`config.mk`:
```
export PLATFORM = sky130hd
export DESIGN_NAME = memory_arbiter_flat
export DESIGN_NICKNAME = d
export VERILOG_FILES = /design/src/rtl/memory_arbiter_if.sv /design/src/rtl/memory_arbiter.sv /design/src/flat_wrapper.sv
export SDC_FILE = /design/constraint.sdc
export NUM_CORES = 1
export LEC_CHECK = 0
export CELL_PAD_IN_SITES_DETAIL_PLACEMENT = 1
export CELL_PAD_IN_SITES_GLOBAL_PLACEMENT = 2
export CORE_AREA = 2 2 194 196
export CTS_BUF_LIST = sky130_fd_sc_hd__clkbuf_4
export CTS_CLUSTER_SIZE = 25
export DETAILED_ROUTE_END_ITERATION = 16
export DIE_AREA = 0 0 196 198
export PLACE_DENSITY_LB_ADDON = 0.1
export SYNTH_ARGS = -nofsm -noshare
export SYNTH_HDL_FRONTEND = slang
export SYNTH_SLANG_ARGS = --single-unit
```
`constraint.sdc`:
```
create_clock -name CLK -period 3 [get_ports CLK]
set_clock_uncertainty 0.15 [all_clocks]
set_input_delay 0.45 -clock CLK [delete_from_list [all_inputs] [get_ports CLK]]
set_output_delay 0.45 -clock CLK [all_outputs]
set_load 0.01 [all_outputs]
```
`src/rtl/memory_arbiter_if.sv`:
```
// Shared word/RAM-status types and the cache <-> arbiter <-> RAM bundle.
// The `cc` modport is the arbiter's side; `env` is the caches-plus-RAM side.
package mem_arb_pkg;
  typedef logic [31:0] word_t;
  typedef enum logic [1:0] {FREE, BUSY, ACCESS, ERROR} ramstate_t;
endpackage

interface cache_control_if #(parameter int CPUS = 2);
  import mem_arb_pkg::*;
  logic      [CPUS-1:0] iREN, dREN, dWEN, iwait, dwait;
  word_t     [CPUS-1:0] iaddr, daddr, dstore, iload, dload;
  word_t                ramload, ramaddr, ramstore;
  ramstate_t            ramstate;
  logic                 ramREN, ramWEN;
  logic      [CPUS-1:0] ccwrite, cctrans, ccwait, ccinv;
  word_t     [CPUS-1:0] ccsnoopaddr;

  modport cc (
    input  iREN, dREN, dWEN, iaddr, daddr, dstore, ramload, ramstate, ccwrite, cctrans,
    output iwait, dwait, iload, dload, ramaddr, ramstore, ramREN, ramWEN,
           ccwait, ccinv, ccsnoopaddr
  );
  modport env (
    output iREN, dREN, dWEN, iaddr, daddr, dstore, ramload, ramstate, ccwrite, cctrans,
    input  iwait, dwait, iload, dload, ramaddr, ramstore, ramREN, ramWEN,
           ccwait, ccinv, ccsnoopaddr
  );
endinterface

```
`src/rtl/memory_arbiter.sv`:
```
// Grants the single RAM port to one cache request at a time: dcache over icache,
// round-robin per class, with a bounded wait for pending instruction fetches.
module memory_arbiter
  import mem_arb_pkg::*;
#(
  parameter int CPUS       = 2,
  parameter int STARVE_MAX = 4
) (
  input logic            CLK,
  input logic            RST,
  cache_control_if.cc    ccif
);
  localparam int PW = (CPUS > 1) ? $clog2(CPUS) : 1;

  typedef enum logic {IDLE, SERVE} state_t;

  state_t          state_q, state_d;
  logic            cls_q, cls_d;           // 1 = dcache winner
  logic [PW-1:0]   cpu_q, cpu_d, iptr_q, iptr_d, dptr_q, dptr_d;
  logic [3:0]      starve_q, starve_d;

  logic [CPUS-1:0] ireq, dreq, iwait, dwait;
  logic [PW-1:0]   iwin, dwin, nxt;
  logic            pick_i, active, done, ram_ren, ram_wen;
  word_t           ram_addr, ram_store;
  logic            unused_cc;

  // First requester at or after ptr, modulo CPUS.
  function automatic logic [PW-1:0] rr_pick(input logic [CPUS-1:0] req,
                                            input logic [PW-1:0]   ptr);
    logic [PW-1:0] idx;
    rr_pick = ptr;
    for (int k = CPUS - 1; k >= 0; k--) begin
      idx = PW'((int'(ptr) + k) % CPUS);
      if (req[idx]) rr_pick = idx;
    end
  endfunction

  assign ireq   = ccif.iREN;
  assign dreq   = ccif.dREN | ccif.dWEN;
  assign iwin   = rr_pick(ireq, iptr_q);
  assign dwin   = rr_pick(dreq, dptr_q);
  assign pick_i = (|ireq) && ((starve_q == 4'(STARVE_MAX)) || !(|dreq));
  assign nxt    = PW'((int'(cpu_q) + 1) % CPUS);
  assign active = cls_q ? dreq[cpu_q] : ireq[cpu_q];
  assign done   = (state_q == SERVE) && active && (ccif.ramstate == ACCESS);

  always_comb begin
    state_d   = state_q;
    cls_d     = cls_q;
    cpu_d     = cpu_q;
    iptr_d    = iptr_q;
    dptr_d    = dptr_q;
    starve_d  = starve_q;
    ram_addr  = '0;
    ram_store = '0;
    ram_ren   = 1'b0;
    ram_wen   = 1'b0;
    iwait     = '1;
    dwait     = '1;
    case (state_q)
      IDLE: begin
        if ((|ireq) || (|dreq)) begin
          state_d = SERVE;
          cls_d   = !pick_i;
          cpu_d   = pick_i ? iwin : dwin;
        end
      end
      SERVE: begin
        if (cls_q) begin
          ram_addr  = ccif.daddr[cpu_q];
          ram_store = ccif.dstore[cpu_q];
          ram_wen   = ccif.dWEN[cpu_q];
          ram_ren   = ccif.dREN[cpu_q] & ~ccif.dWEN[cpu_q];
        end else begin
          ram_addr  = ccif.iaddr[cpu_q];
          ram_ren   = ccif.iREN[cpu_q];
        end
        // A dropped strobe aborts silently; ERROR/BUSY/FREE just hold.
        if (!active) begin
          state_d = IDLE;
        end else if (done) begin
          state_d = IDLE;
          if (cls_q) begin
            dwait[cpu_q] = 1'b0;
            dptr_d       = nxt;
          end else begin
            iwait[cpu_q] = 1'b0;
            iptr_d       = nxt;
          end
        end
      end
      default: state_d = IDLE;
    endcase
    if (!(|ireq))                 starve_d = '0;
    else if (done && !cls_q)      starve_d = '0;
    else if (done && cls_q && (starve_q < 4'(STARVE_MAX)))
      starve_d = starve_q + 4'd1;
  end

  always_ff @(posedge CLK) begin
    if (RST) begin
      state_q  <= IDLE;
      cls_q    <= 1'b0;
      cpu_q    <= '0;
      iptr_q   <= '0;
      dptr_q   <= '0;
      starve_q <= '0;
    end else begin
      state_q  <= state_d;
      cls_q    <= cls_d;
      cpu_q    <= cpu_d;
      iptr_q   <= iptr_d;
      dptr_q   <= dptr_d;
      starve_q <= starve_d;
    end
  end

  assign ccif.ramaddr     = ram_addr;
  assign ccif.ramstore    = ram_store;
  assign ccif.ramREN      = ram_ren;
  assign ccif.ramWEN      = ram_wen;
  assign ccif.iwait       = iwait;
  assign ccif.dwait       = dwait;
  assign ccif.iload       = {CPUS{ccif.ramload}};
  assign ccif.dload       = {CPUS{ccif.ramload}};
  assign ccif.ccwait      = '0;
  assign ccif.ccinv       = '0;
  assign ccif.ccsnoopaddr = '0;
  assign unused_cc        = ^{ccif.ccwrite, ccif.cctrans};
endmodule

```
`src/flat_wrapper.sv`:
```
// flat-port wrapper written by rule: the top's interface ports become plain ports
module memory_arbiter_flat import mem_arb_pkg::*;
#(
  parameter int CPUS       = 2,
  parameter int STARVE_MAX = 4
)
  (CLK, RST, ccif_iREN, ccif_dREN, ccif_dWEN, ccif_iaddr, ccif_daddr, ccif_dstore, ccif_ramload, ccif_ramstate, ccif_ccwrite, ccif_cctrans, ccif_iwait, ccif_dwait, ccif_iload, ccif_dload, ccif_ramaddr, ccif_ramstore, ccif_ramREN, ccif_ramWEN, ccif_ccwait, ccif_ccinv, ccif_ccsnoopaddr);
  cache_control_if #(.CPUS(CPUS)) ccif_i ();
  input logic CLK;
  input logic RST;
  input wire logic [$bits(ccif_i.iREN)-1:0] ccif_iREN;
  input wire logic [$bits(ccif_i.dREN)-1:0] ccif_dREN;
  input wire logic [$bits(ccif_i.dWEN)-1:0] ccif_dWEN;
  input wire logic [$bits(ccif_i.iaddr)-1:0] ccif_iaddr;
  input wire logic [$bits(ccif_i.daddr)-1:0] ccif_daddr;
  input wire logic [$bits(ccif_i.dstore)-1:0] ccif_dstore;
  input wire logic [$bits(ccif_i.ramload)-1:0] ccif_ramload;
  input wire logic [$bits(ccif_i.ramstate)-1:0] ccif_ramstate;
  input wire logic [$bits(ccif_i.ccwrite)-1:0] ccif_ccwrite;
  input wire logic [$bits(ccif_i.cctrans)-1:0] ccif_cctrans;
  output wire logic [$bits(ccif_i.iwait)-1:0] ccif_iwait;
  output wire logic [$bits(ccif_i.dwait)-1:0] ccif_dwait;
  output wire logic [$bits(ccif_i.iload)-1:0] ccif_iload;
  output wire logic [$bits(ccif_i.dload)-1:0] ccif_dload;
  output wire logic [$bits(ccif_i.ramaddr)-1:0] ccif_ramaddr;
  output wire logic [$bits(ccif_i.ramstore)-1:0] ccif_ramstore;
  output wire logic [$bits(ccif_i.ramREN)-1:0] ccif_ramREN;
  output wire logic [$bits(ccif_i.ramWEN)-1:0] ccif_ramWEN;
  output wire logic [$bits(ccif_i.ccwait)-1:0] ccif_ccwait;
  output wire logic [$bits(ccif_i.ccinv)-1:0] ccif_ccinv;
  output wire logic [$bits(ccif_i.ccsnoopaddr)-1:0] ccif_ccsnoopaddr;
  assign ccif_i.iREN = ccif_iREN;
  assign ccif_i.dREN = ccif_dREN;
  assign ccif_i.dWEN = ccif_dWEN;
  assign ccif_i.iaddr = ccif_iaddr;
  assign ccif_i.daddr = ccif_daddr;
  assign ccif_i.dstore = ccif_dstore;
  assign ccif_i.ramload = ccif_ramload;
  assign ccif_i.ramstate = ccif_ramstate;
  assign ccif_i.ccwrite = ccif_ccwrite;
  assign ccif_i.cctrans = ccif_cctrans;
  assign ccif_iwait = ccif_i.iwait;
  assign ccif_dwait = ccif_i.dwait;
  assign ccif_iload = ccif_i.iload;
  assign ccif_dload = ccif_i.dload;
  assign ccif_ramaddr = ccif_i.ramaddr;
  assign ccif_ramstore = ccif_i.ramstore;
  assign ccif_ramREN = ccif_i.ramREN;
  assign ccif_ramWEN = ccif_i.ramWEN;
  assign ccif_ccwait = ccif_i.ccwait;
  assign ccif_ccinv = ccif_i.ccinv;
  assign ccif_ccsnoopaddr = ccif_i.ccsnoopaddr;
  memory_arbiter #(.CPUS(CPUS), .STARVE_MAX(STARVE_MAX)) u_core (.CLK(CLK), .RST(RST), .ccif(ccif_i));
endmodule
```
Word-level counts from Yosys, hierarchy flattened
Cells that the tools add are included.
{"block": "op_classes", "n_addsub": 4, "multipliers": 0, "div_mod_pow": 0, "magnitude_cmp": 7, "eq_ne": 2, "shift": 0, "muxes": 50, "bitwise_logic": 7, "n_reduce_logical": 18}
{"op": "two-way mux 32 bit", "n": 10}
{"op": "two-way mux 1 bit", "n": 30}
{"op": "two-way mux 2 bit", "n": 8}
{"op": "< comparator 1 x 2 -> 1 bit (second input constant)", "n": 5}
{"op": "AND reduction 4 bit", "n": 2}
{"op": "logical AND 1 bit", "n": 7}
{"op": "adder 4 x 1 -> 4 bit (second input constant)", "n": 1}
{"op": "== test 4 x 3 -> 1 bit (second input constant)", "n": 1}
{"op": "< comparator 4 x 3 -> 1 bit (second input constant)", "n": 1}
{"op": "inverter 1 bit", "n": 4}
{"op": "OR reduction 2 bit", "n": 2}
{"op": "adder 1 bit (second input constant)", "n": 3}
{"op": "logical NOT 1 bit", "n": 3}
{"op": "OR reduction 3 bit", "n": 1}
{"op": "== test 2 bit (second input constant)", "n": 1}
{"op": "logical OR 1 bit", "n": 2}
{"op": "inverter 2 bit", "n": 1}
{"op": "bitwise OR 2 bit", "n": 1}
{"op": "case mux 1 bit (2 select lines)", "n": 1}
{"op": "AND reduction 2 bit", "n": 1}
{"op": "bitwise AND 1 bit", "n": 1}
{"op": "demux 1 bit (select 1 bit)", "n": 1}
{"op": ">= comparator 1 bit (second input constant)", "n": 1}
{"block": "word_totals", "regBits": 9, "latchBits": 0, "ramBits": 0, "mem_bits_ro": 0, "in_bits": 238, "output_inout_bits": 266, "wordCells": 94, "n_memories": 0}

Depth between registers and ports, before layout
{"block": "depth", "depth_word": 9, "depth_mapped": 6, "mapped_depth_nobuf": 5}

Worst setup path before layout
No wires, ideal clock.
{"block": "synth_path", "kind": "reg-to-output", "start": "reg u_core.cpu_q", "end": "out ccif_ramaddr[15]", "t_arrival_ns": 1.390, "slack_ns": 1.010, "stages_incl_launch_ff": 5, "n_path_buf": 2, "path_cell_list": "dfxtp_1 buf_6 buf_6 mux4_2 and2_1"}
{"block": "synth_between", "elab_chain_len": 4, "word_cells_on_any_way": 6, "cone_classes": "6 x mux"}
{"element": "start: declaration", "line": "memory_arbiter.sv:19", "source": "logic [PW-1:0] cpu_q, cpu_d, iptr_q, iptr_d, dptr_q, dptr_d;"}
{"element": "start signal: assignment", "line": "memory_arbiter.sv:112", "source": "cpu_q <= cpu_d;"}
{"element": "two-way mux 32 bit, on equally long branches (2 in a row)", "line": "memory_arbiter.sv:76, memory_arbiter.sv:71"}
{"element": "two-way mux 32 bit *", "line": "memory_arbiter.sv:70", "source": "if (cls_q) begin"}
{"element": "two-way mux 32 bit *", "line": "memory_arbiter.sv:61", "source": "case (state_q)"}
{"element": "end: declaration", "line": "flat_wrapper.sv:25", "source": "output wire logic [$bits(ccif_i.ramaddr)-1:0] ccif_ramaddr;"}
Mark *: on every way between the ends. The rest lies on a longest branch, timed or not. The select of a mux whose other input is x is not followed.

Worst setup path after layout
{"block": "layout_path", "start": "in ccif_ramstate[1]", "end": "out ccif_dwait[1]"}
{"block": "layout_between", "elab_chain_len": 5}
{"element": "start: declaration", "line": "flat_wrapper.sv:18", "source": "input wire logic [$bits(ccif_i.ramstate)-1:0] ccif_ramstate;"}
{"element": "== test 2 bit", "line": "memory_arbiter.sv:46", "source": "assign done = (state_q == SERVE) && active && (ccif.ramstate == ACCESS);"}
{"element": "logical AND 1 bit", "line": "memory_arbiter.sv:46"}
{"element": "two-way mux 2 bit", "line": "memory_arbiter.sv:82", "source": "end else if (done) begin"}
{"element": "two-way mux 2 bit", "line": "memory_arbiter.sv:80", "source": "if (!active) begin"}
{"element": "two-way mux 2 bit", "line": "memory_arbiter.sv:61"}
{"element": "end: declaration", "line": "flat_wrapper.sv:22", "source": "output wire logic [$bits(ccif_i.dwait)-1:0] ccif_dwait;"}
No other way between the ends.

==> flow_summary.toml <==
[timing]
fin_crit_ps = 2903
slew_headroom_pct = 63.20
setup_slack_ps = 96.57
setup_violations = 0
worst_pin_slew_ps = 547.8
whs_ps = 344.5
rsz0062_at_grt = "false"
fmax_mhz = 344.4
hold_viol = 0
slew_violations = 0
fin_tns_setup_ps = 0
finalCritPeriodShare_pct = 96.78

[logic_synthesis]
yosysSeqAreaShare_pct = 4.954
ys_warn_count = 0
synth-xor-area-share_pct = 0
synthAdderAreaFrac_pct = 0.6880
synth_flop_cell = "dfxtp_1"
synth_top_family_by_area = "buffers and inverters"
syn_area_um2 = 3637
synth_compound_area_share_pct = 4.162
syn_avg_cell_area_um2 = 8.660
yosys.area_share.simple_pct = 15.45
async_reset_ff_share_pct = 0
synth_cell_types = 41
synthMuxAreaShare_pct = 29.72
synth_seq_cells = 9
synth_edf_count = 0
syn-instance-count = 420

[power]
p_leak_nw = 2.019
power_frac_clock_pct = 9.5
finalPower_mw = 1.146
p_int_uw = 740.4
switchingPower_uw = 406.0
swShare_pct = 35.41
p_comb_share_pct = 78.4
seqPwrFrac_pct = 12.1
ir_worst_vdd_v = 0.00006859
pwr_density_cell_nw_per_um2 = 198.4

[detailed_routing]
detail_route.vias_per_cell = 3.033
avgRoutedWirePerCell_um = 15.73
drtIter0Drc = 70
first_pass_iters = 4
postRouteAntennaNets = 0
drc = 0
routed_wl_um = 16280
vias = 3139

[final_layout]
post-route-util_pct = 15.63
final_cells = 1035
antenna_cells = 0
final_cell_area_um2 = 5777
nets = 802
drive_above_1_share_pct = 11.05
syn_to_final_growth_pct = 58.82

[hold_path]
hold_path_class = "flop to flop"
hold-path-cell-count = 1

[clock_network]
cts_hold_buffers = 0
path_clk_slew_ps = 70
clk-insertion-delay-late_ps = 260
root_buffer = "clkbuf_4"
h-tree-depth = 1
clock_path_buffers = 2
cts_buffers = 3
cts.sinks = 9
tritoncts = "built"

[global_routing]
antenna_found_initial = 0
grt_usage_pct = 7.800
first_global_vias = 3379
grt_first_pass_wirelength_um = 22560
gr-total-overflow = 0
grt_max_degree = 34

[floorplanning]
die_area_um2 = 38810
die_x_um = 196
die-height_um = 198
initial_core_util_pct = 9.842
ios = 504
rows = 71
core_um2 = 36960

[status]
status = "finished clean"

[place]
dpl.cell_count = 1031
dp_slack_ps = 34.67
place.gp.congestion = 0.7141
port_buffers = 271
placed_cell_area_um2 = 5739
dp_hpwl_um = 13930

[worst_setup_path]
critPathLaunchType = "primary input"
worstPathArrival_ps = 2300
crit_type = "primary input to primary output"
cp-end-kind = "primary output"
cp.required_ps = 2400
crit_path_max_fanout = 5
worstRegToRegCells = 3

[flow_run]
drv_cap = 0
-- cells in the mapped netlist, types with 2 or more instances --
cell type  number  share of area [%]
a211o_1         2               0.48
or2_2           3               0.52
o21ai_0         3               0.41
mux4_2         32                 20
nand2b_1        3               0.52
buf_2           3               0.41
and3_1          2               0.34
buf_4         198                 41
a21boi_0        2               0.41
nand2_1         2               0.21
nor2_1         40                4.1
o211a_1         2               0.55
inv_1           4               0.41
or3_4           2               0.62
and2_1         33                5.7
buf_6           6                1.9
mux2i_1        36                9.9
and3b_1         2               0.48
o211ai_1        5                1.0
ha_1            2               0.69
nor3b_1         2               0.41
clkbuf_1        6               0.62
nor4_1          3               0.52
dfxtp_1         9                5.0
a21oi_1         2               0.28
-- critical path, cell delays in order --
cell             delay (ps)
clkdlybuf4s50_1         520
nand4b_1                330
or3_4                   490
clkdlybuf4s50_1         520
-- state kept, by name (all words and copies together), names as in the netlist --
signal           cells
u_core.starve_q      4
u_core.cls_q         1
u_core.dptr_q        1
u_core.iptr_q        1
u_core.state_q       1
u_core.cpu_q         1
-- final timing paths --
kind | start | to | slack [ps]
hold reg to reg | u_core.iptr_q | u_core.iptr_q | 340
hold / removal | u_core.iptr_q | u_core.iptr_q | 340
setup / recovery | ccif_ramstate[1] | ccif_dwait[1] | 100
setup reg to reg | u_core.cls_q | u_core.starve_q[0] | 1080
-- what timing repair did --
action / CTS / global route
endpoints found under the setup margin: 0 / 2
resized for setup: 0 / 2
setup buffers: 0 / 0
-- layer usage --
| layer | vias up | part of all wire, % | wire length, µm | track usage, % |
|---|---|---|---|---|
| met3 | 10 | 8.8 | 1436 | 2.419 |
| li1 | 1452 | - | - | - |
| met2 | 189 | 54 | 8727 | 15.29 |
| met4 | 0 | 0.58 | 94 | 0.9540 |
| met5 | - | 0 | 0 | 0 |
| met1 | 1488 | 37 | 6023 | 8.345 |
-- cell type report --
| cell class | instances | area (µm²) |
|---|---|---|
| clock buffers | 4 | 30.03 |
| fillers | 4355 | 31180 |
| inverters | 5 | 18.77 |
| multi-input cells | 258 | 2079 |
| flip-flops and latches | 9 | 185.2 |
| well taps | 474 | 593.1 |
| repair buffers | 285 | 2870 |
-- layout by cell type (no fill, tap or decap), types with 2 or more instances in the layout --
| cell type | count |
|---|---|
| clkdlybuf4s50_1 | 270 |
| conb_1 | 68 |
| nor2_1 | 40 |
| mux2i_1 | 36 |
| and2_1 | 33 |
| mux4_2 | 32 |
| buf_4 | 10 |
| dfxtp_1 | 7 |
| o211ai_1 | 5 |
| inv_1 | 4 |
| clkbuf_4 | 4 |
| buf_12 | 4 |
| or2_2 | 3 |
| o21ai_0 | 3 |
| nor4_1 | 3 |
| nand2b_1 | 3 |
| nand2_1 | 2 |
| and3b_1 | 2 |
| nor3b_1 | 2 |
| a21boi_0 | 2 |
| or3_4 | 2 |
| a211o_1 | 2 |
| a21oi_1 | 2 |
| and3_1 | 2 |
| o211a_1 | 2 |
| ha_1 | 2 |
-- cell families (layout without fill, tap and decap cells) --
logic type                 after synthesis  after routing
muxes                                   68             68
AOI/OAI and AO/OA                       20             20
buffers and inverters                  220            294
adders and majority gates                2              2
and+or+nand+nor                        100            100
DFF                                      9              9
other                                    1             68
-- power by group through the flow --
stage	clock network [mW]	logic, mW	registers, mW
global placement	0	0.915	0.143
detailed placement	0	0.920	0.143
finish	0.109	0.898	0.139
CTS	0.118	0.924	0.140
global route	0.125	0.975	0.141
floorplan	0	0.622	0.132
Note: power is estimated with default switching activity, not from simulation.
